==> config.mk <==
export PLATFORM = sky130hd
export DESIGN_NAME = fadd_pipe
export DESIGN_NICKNAME = d
export VERILOG_FILES = /design/src/rtl/fadd_pipe.sv
export SDC_FILE = /design/constraint.sdc
export NUM_CORES = 1
export LEC_CHECK = 0
export CORE_AREA = 2 2 166 168
export CTS_CLUSTER_DIAMETER = 120
export DETAILED_ROUTE_END_ITERATION = 16
export DIE_AREA = 0 0 168 170
export PLACE_DENSITY = 0.8
export SYNTH_ARGS = -nofsm -noshare
export SYNTH_HDL_FRONTEND = slang
export SYNTH_SLANG_ARGS = --single-unit
export TNS_END_PERCENT = 100
==> constraint.sdc <==
create_clock -name clk -period 8.3 [get_ports clk]
set_clock_uncertainty 0.1 [all_clocks]
set_input_delay 1.245 -clock clk [delete_from_list [all_inputs] [get_ports clk]]
set_output_delay 1.245 -clock clk [all_outputs]
set_load 0.05 [all_outputs]
==> src/rtl/fadd_pipe.sv <==
// fadd_pipe: 3-stage pipelined float add/sub with valid/ready backpressure.
// Optional flags port {invalid, overflow, flushed} enabled by FADD_FLAGS_EN.
module fadd_pipe #(
  parameter int EW = 8,
  parameter int MW = 23
) (
  input  logic             clk,
  input  logic             rstn,
  input  logic             in_valid,
  output logic             in_ready,
  input  logic             op_sub,
  input  logic [EW+MW:0]   x1,
  input  logic [EW+MW:0]   x2,
  output logic             out_valid,
  input  logic             out_ready,
  output logic [EW+MW:0]   y
`ifdef FADD_FLAGS_EN
  ,
  output logic [2:0]       flags
`endif
);

  localparam int FW = 1 + EW + MW;
  localparam int LW = $clog2(MW + 5);
  localparam logic [FW-1:0] QNAN =
    {1'b0, {EW{1'b1}}, 1'b1, {(MW-1){1'b0}}};

  typedef struct packed {
    logic          spec;
    logic [FW-1:0] spec_y;
    logic          inv;
    logic          sign;
    logic [EW-1:0] exp;
    logic          sub;
    logic [MW+2:0] ms;
    logic [MW+2:0] mi;
  } s1_t;

  typedef struct packed {
    logic          spec;
    logic [FW-1:0] spec_y;
    logic          inv;
    logic          sign;
    logic [EW-1:0] exp;
    logic [MW+3:0] sum;
    logic [LW-1:0] lzc;
  } s2_t;

  s1_t s1_q, s1_d, n1;
  s2_t s2_q, s2_d, n2;
  logic v1_q, v1_d, v2_q, v2_d, v3_q, v3_d;
  logic [FW-1:0] y_q, y_d;
  logic [2:0] f_q, f_d;
  logic en1, en2, en3;

  assign en3 = !v3_q || out_ready;
  assign en2 = !v2_q || en3;
  assign en1 = !v1_q || en2;
  assign in_ready = en1;
  assign out_valid = v3_q;
  assign y = y_q;

  always_comb begin
    v1_d = en1 ? in_valid : v1_q;
    v2_d = en2 ? v1_q : v2_q;
    v3_d = en3 ? v2_q : v3_q;
  end

  logic s_a, s_b, z_a, z_b, inf_a, inf_b, nan_a, nan_b, swap;
  logic [EW-1:0] e_a, e_b, es, ei, ediff;
  logic [MW-1:0] m_a, m_b, ms, mi;
  int sh;

  assign s_a = x1[FW-1];
  assign s_b = x2[FW-1] ^ op_sub;
  assign e_a = x1[FW-2:MW];
  assign e_b = x2[FW-2:MW];
  assign m_a = x1[MW-1:0];
  assign m_b = x2[MW-1:0];

  always_comb begin
    z_a = e_a == '0;
    z_b = e_b == '0;
    inf_a = (&e_a) && (m_a == '0);
    inf_b = (&e_b) && (m_b == '0);
    nan_a = (&e_a) && (m_a != '0);
    nan_b = (&e_b) && (m_b != '0);
    swap = {e_b, m_b} > {e_a, m_a};
    es = swap ? e_b : e_a;
    ei = swap ? e_a : e_b;
    ms = swap ? m_b : m_a;
    mi = swap ? m_a : m_b;
    ediff = es - ei;
    sh = (int'(ediff) > MW + 4) ? MW + 4 : int'(ediff);
    n1 = '0;
    n1.sign = swap ? s_b : s_a;
    n1.exp = es;
    n1.sub = s_a ^ s_b;
    n1.ms = {1'b1, ms, 2'b00};
    n1.mi = {1'b1, mi, 2'b00} >> sh;
    if (nan_a || nan_b || (inf_a && inf_b && (s_a != s_b))) begin
      n1.spec = 1'b1;
      n1.spec_y = QNAN;
      n1.inv = 1'b1;
    end else if (inf_a) begin
      n1.spec = 1'b1;
      n1.spec_y = x1;
    end else if (inf_b) begin
      n1.spec = 1'b1;
      n1.spec_y = {s_b, x2[FW-2:0]};
    end else if (z_a && z_b) begin
      n1.spec = 1'b1;
      n1.spec_y = {s_a & s_b, {(FW-1){1'b0}}};
    end else if (z_a) begin
      n1.spec = 1'b1;
      n1.spec_y = {s_b, x2[FW-2:0]};
    end else if (z_b) begin
      n1.spec = 1'b1;
      n1.spec_y = x1;
    end
    s1_d = en1 ? n1 : s1_q;
  end

  always_comb begin
    n2 = '0;
    n2.spec = s1_q.spec;
    n2.spec_y = s1_q.spec_y;
    n2.inv = s1_q.inv;
    n2.sign = s1_q.sign;
    n2.exp = s1_q.exp;
    n2.sum = s1_q.sub ? {1'b0, s1_q.ms} - {1'b0, s1_q.mi}
                      : {1'b0, s1_q.ms} + {1'b0, s1_q.mi};
    n2.lzc = LW'(MW + 4);
    for (int i = 0; i < MW + 4; i++)
      if (n2.sum[i]) n2.lzc = LW'(MW + 3 - i);
    s2_d = en2 ? n2 : s2_q;
  end

  logic [MW:0]   norm_hi;
  logic          norm_g;
  logic [MW+1:0] mant_r;
  logic [MW-1:0] man_o;
  logic [FW-1:0] res_y;
  logic [2:0]    res_f;
  int e_res;

  always_comb begin
    {norm_hi, norm_g} = (MW+2)'((s2_q.sum << s2_q.lzc) >> 2);
    mant_r = {1'b0, norm_hi} + {{(MW+1){1'b0}}, norm_g};
    e_res = int'(s2_q.exp) + 1 - int'(s2_q.lzc) + int'(mant_r[MW+1]);
    man_o = mant_r[MW+1] ? mant_r[MW:1] : mant_r[MW-1:0];
    res_y = '0;
    res_f = '0;
    if (s2_q.spec) begin
      res_y = s2_q.spec_y;
      res_f = {s2_q.inv, 2'b00};
    end else if (s2_q.sum == '0) begin
      res_y = '0;
    end else if (e_res <= 0) begin
      res_y = {s2_q.sign, {(FW-1){1'b0}}};
      res_f = 3'b001;
    end else if (e_res >= (1 << EW) - 1) begin
      res_y = {s2_q.sign, {EW{1'b1}}, {MW{1'b0}}};
      res_f = 3'b010;
    end else begin
      res_y = {s2_q.sign, EW'(e_res), man_o};
    end
    y_d = en3 ? res_y : y_q;
    f_d = en3 ? res_f : f_q;
  end

  always_ff @(posedge clk) begin
    if (!rstn) begin
      v1_q <= 1'b0;
      v2_q <= 1'b0;
      v3_q <= 1'b0;
      s1_q <= '0;
      s2_q <= '0;
      y_q  <= '0;
      f_q  <= '0;
    end else begin
      v1_q <= v1_d;
      v2_q <= v2_d;
      v3_q <= v3_d;
      s1_q <= s1_d;
      s2_q <= s2_d;
      y_q  <= y_d;
      f_q  <= f_d;
    end
  end

`ifdef FADD_FLAGS_EN
  assign flags = f_q;
`else
  logic unused_flags;
  assign unused_flags = ^f_q;
`endif

endmodule
==> flow_summary.ini <==
[timing]
fin_ws_ns = 0.7205
drv_slew = 0
finalCriticalPeriod_ns = 7.579
finalSetupTns_ns = 0
worst_pin_slew_ns = 1.323
fmax_mhz = 131.9
hold_viol = 0
rsz0062_at_grt = false
timing.hold.ws_ns = 0.3532
period_share_pct = 91.32
max_slew_margin_pct = 11.78
setup_viol = 0

[power]
p_leak_uw = 0.006842
power.switching_uw = 1320
seqPwrFrac_pct = 32.0
combPwrFrac_pct = 38.7
clkPwrFrac_pct = 29.2
sw_frac_of_total_pct = 38.21
peakVddDrop_mv = 0.1700
p_int_uw = 2135
power_density_mw_per_mm2 = 195.3

[synth]
ys_top_cells_by_area = dfxtp_1, ha_1, nand2_1, a21oi_1, nor2_1
synth.yosys.seq_area_share_pct = 25.58
synth.net_count = 2289
ys_ff_latch = 202
ys_async_sr_fraction_pct = 0
synth-main-ff-cell = dfxtp_1
yosysTopAreaCell = dfxtp_1
yosysTopAreaCellShare_pct = 25.58
ys_types = 98
synth_common_cells = nand2_1, nor2_1, dfxtp_1, a21oi_1, clkbuf_1
syn_avg_cell_area_um2 = 7.460
synth_edf_count = 0
syn_area_mm2 = 0.01581
yosys_warnings = 0
synth_cells = 2119
yosys.cell_count.top_type = nand2_1

[status]
status = finished clean

[critical_path]
crit_type = reg -> reg
critPathCaptureType = flop
required_ns = 8.55
crit_chain = mux2i_1, o21ai_0, mux2i_1, nor3_1, nand4_1, or3_1, nor2_1, nand4b_1, or2_2, inv_1, ha_1, nand3_1, nand3b_1, nor2_1, nand2_1, xor2_1, or4_1, o221ai_1, nor2b_1, buf_4, and2_1, a221oi_1, nor3_1
r2r-start = s2_q[1]
critical_path.startpoint = s2_q[1]
cp_max_fo = 20
worstSetupStartpointType = flop
critPathArrivalTime_ns = 7.83
critPathMaxStageDelay_ns = 0.90
slowest_stage = dfxtp_1

[placed_design]
routabilityCongestion = 1.080
preCtsSetupSlack_ns = 0.5590
io_buffers = 102
place_hpwl_mm = 40.38

[cts]
max-clock-path-buffers = 3
cts-hold-fix-buffers = 0
clock_latency_ns = 0.51
postCtsSetupRepairBufs = 0
cts_tree = yes
clk_pin_slew_worst_paths_ns = 0.06
post_cts_resize_count = 0
htree_levels = 1
ctsRootBufferMaster = clkbuf_16
cts_made_buffers = 22
clkSinkCount = 202

[die]
die-height_um = 170
rows = 60
fp.coreArea_mm2 = 0.02665
io_pins = 103
die_width_um = 168
dieArea_mm2 = 0.02856
start_util_pct = 59.31

[drt]
drc_errors = 0
first_pass_iters = 6
wl_per_cell_um = 21.74
ant_nets = 0
viasPerCell = 6.744
vias = 16830
wl_mm = 54.24
drt-initial-drc-count = 2098

[finish]
drive_gt1_share_pct = 7.010
nets = 2309
syn_to_final_growth_pct = 11.89
diodes = 0

[hold_path]
hold_class = reg -> reg
hp-start = s2_q[58]

[global_route]
grtUsageTotal_pct = 36.87
grt_max_degree = 94
grt_overflow = 0
grt_pass1_wl_mm = 84.19
grt_pass1_vias = 15300
antenna_found_initial = 0

[job]
cap_violations = 0
## cell families (layout without fill, tap and decap cells)
kind of cell | after synthesis | in the layout | synth area share, %
simple gates | 829 | 829 | 23.47
compound gates | 628 | 628 | 27.31
buf+inv | 240 | 275 | 6.142
flops | 202 | 202 | 25.58
fa+ha+maj | 101 | 101 | 8.089
xor+xnor | 60 | 60 | 3.372
mux | 59 | 59 | 6.039
## state kept, by name (all words and copies together), names as in the netlist
register	cells
v2_q	1
n2	42
v1_q	1
s1_q	51
y	32
out_valid	1
s2_q	74
## worst max-delay path, delay by kind of cell, from the launching register on
| kind | cells | cell delay, ns |
|---|---|---|
| muxes | 2 | 0.43 |
| adders and majority gates | 1 | 0.20 |
| buffers and inverters | 2 | 0.37 |
| AOI/OAI and AO/OA | 3 | 1.41 |
| DFF | 1 | 0.90 |
| and+or+nand+nor | 14 | 3.80 |
| xor gates and xnor gates | 1 | 0.19 |
## routing by layer
| layer | share of wire (%) | global-route usage, % |
|---|---|---|
| met1 | 42 | 50.70 |
| met2 | 43 | 57.10 |
| met3 | 11 | 7.326 |
| met4 | 3.9 | 14.37 |
| met5 | 0 | 0 |
## layout by cell type (no fill, tap or decap), drive strengths merged, types with 23 or more instances in the layout
cell type and instances:
buf 31, nor4 31, ha 99, clkbuf 32, mux4 28, xnor2 43, a22oi 32, nor3 51
a221oi 29, a211oi 32, inv 102, nand2 328, dfxtp 202, nor2 257, o21ai 88, a311oi 35
a21o 24, mux2i 23, a21oi 196, nand3 34, clkdlybuf4s50 102
## stage by stage
step	instances	power (uW)	area, um^2	utilization [%]
global route	2495	3603	17690	66.37
finish	2495	3455	17690	66.37
CTS	2495	3417	17690	66.37
detailed placement	2456	2416	16940	63.55
global placement	2456	2402	16940	63.55
floorplan	2119	2049	15810	-
## final timing paths
check	cells after the start	slack [ns]	endpoint
min reg2reg	2	0.35	s2_q[58]
max	23	0.72	y[1]
min	2	0.35	s2_q[58]
max reg2reg	23	0.72	y[1]
## power groups by stage
stage,logic [uW],clock network [uW],registers [uW]
6_report,1340,1010,1110
5_1_grt,1440,1050,1110
4_1_cts,1300,1010,1100
3_5_place_dp,1290,0,1120
3_3_place_gp,1280,0,1120
2_1_floorplan,897,0,1150
## layout make-up
| class | count | area [um^2] |
|---|---|---|
| multi-input combinational | 1677 | 10820 |
| fill | 2255 | 8964 |
| sequential | 202 | 4044 |
| timing repair buffer | 133 | 1254 |
| clock buffer | 32 | 648.1 |
| tap | 341 | 426.7 |
| inverter | 103 | 389.1 |
| clock inverter | 7 | 101.3 |
No activity file was read; power rests on OpenSTA's default activity.
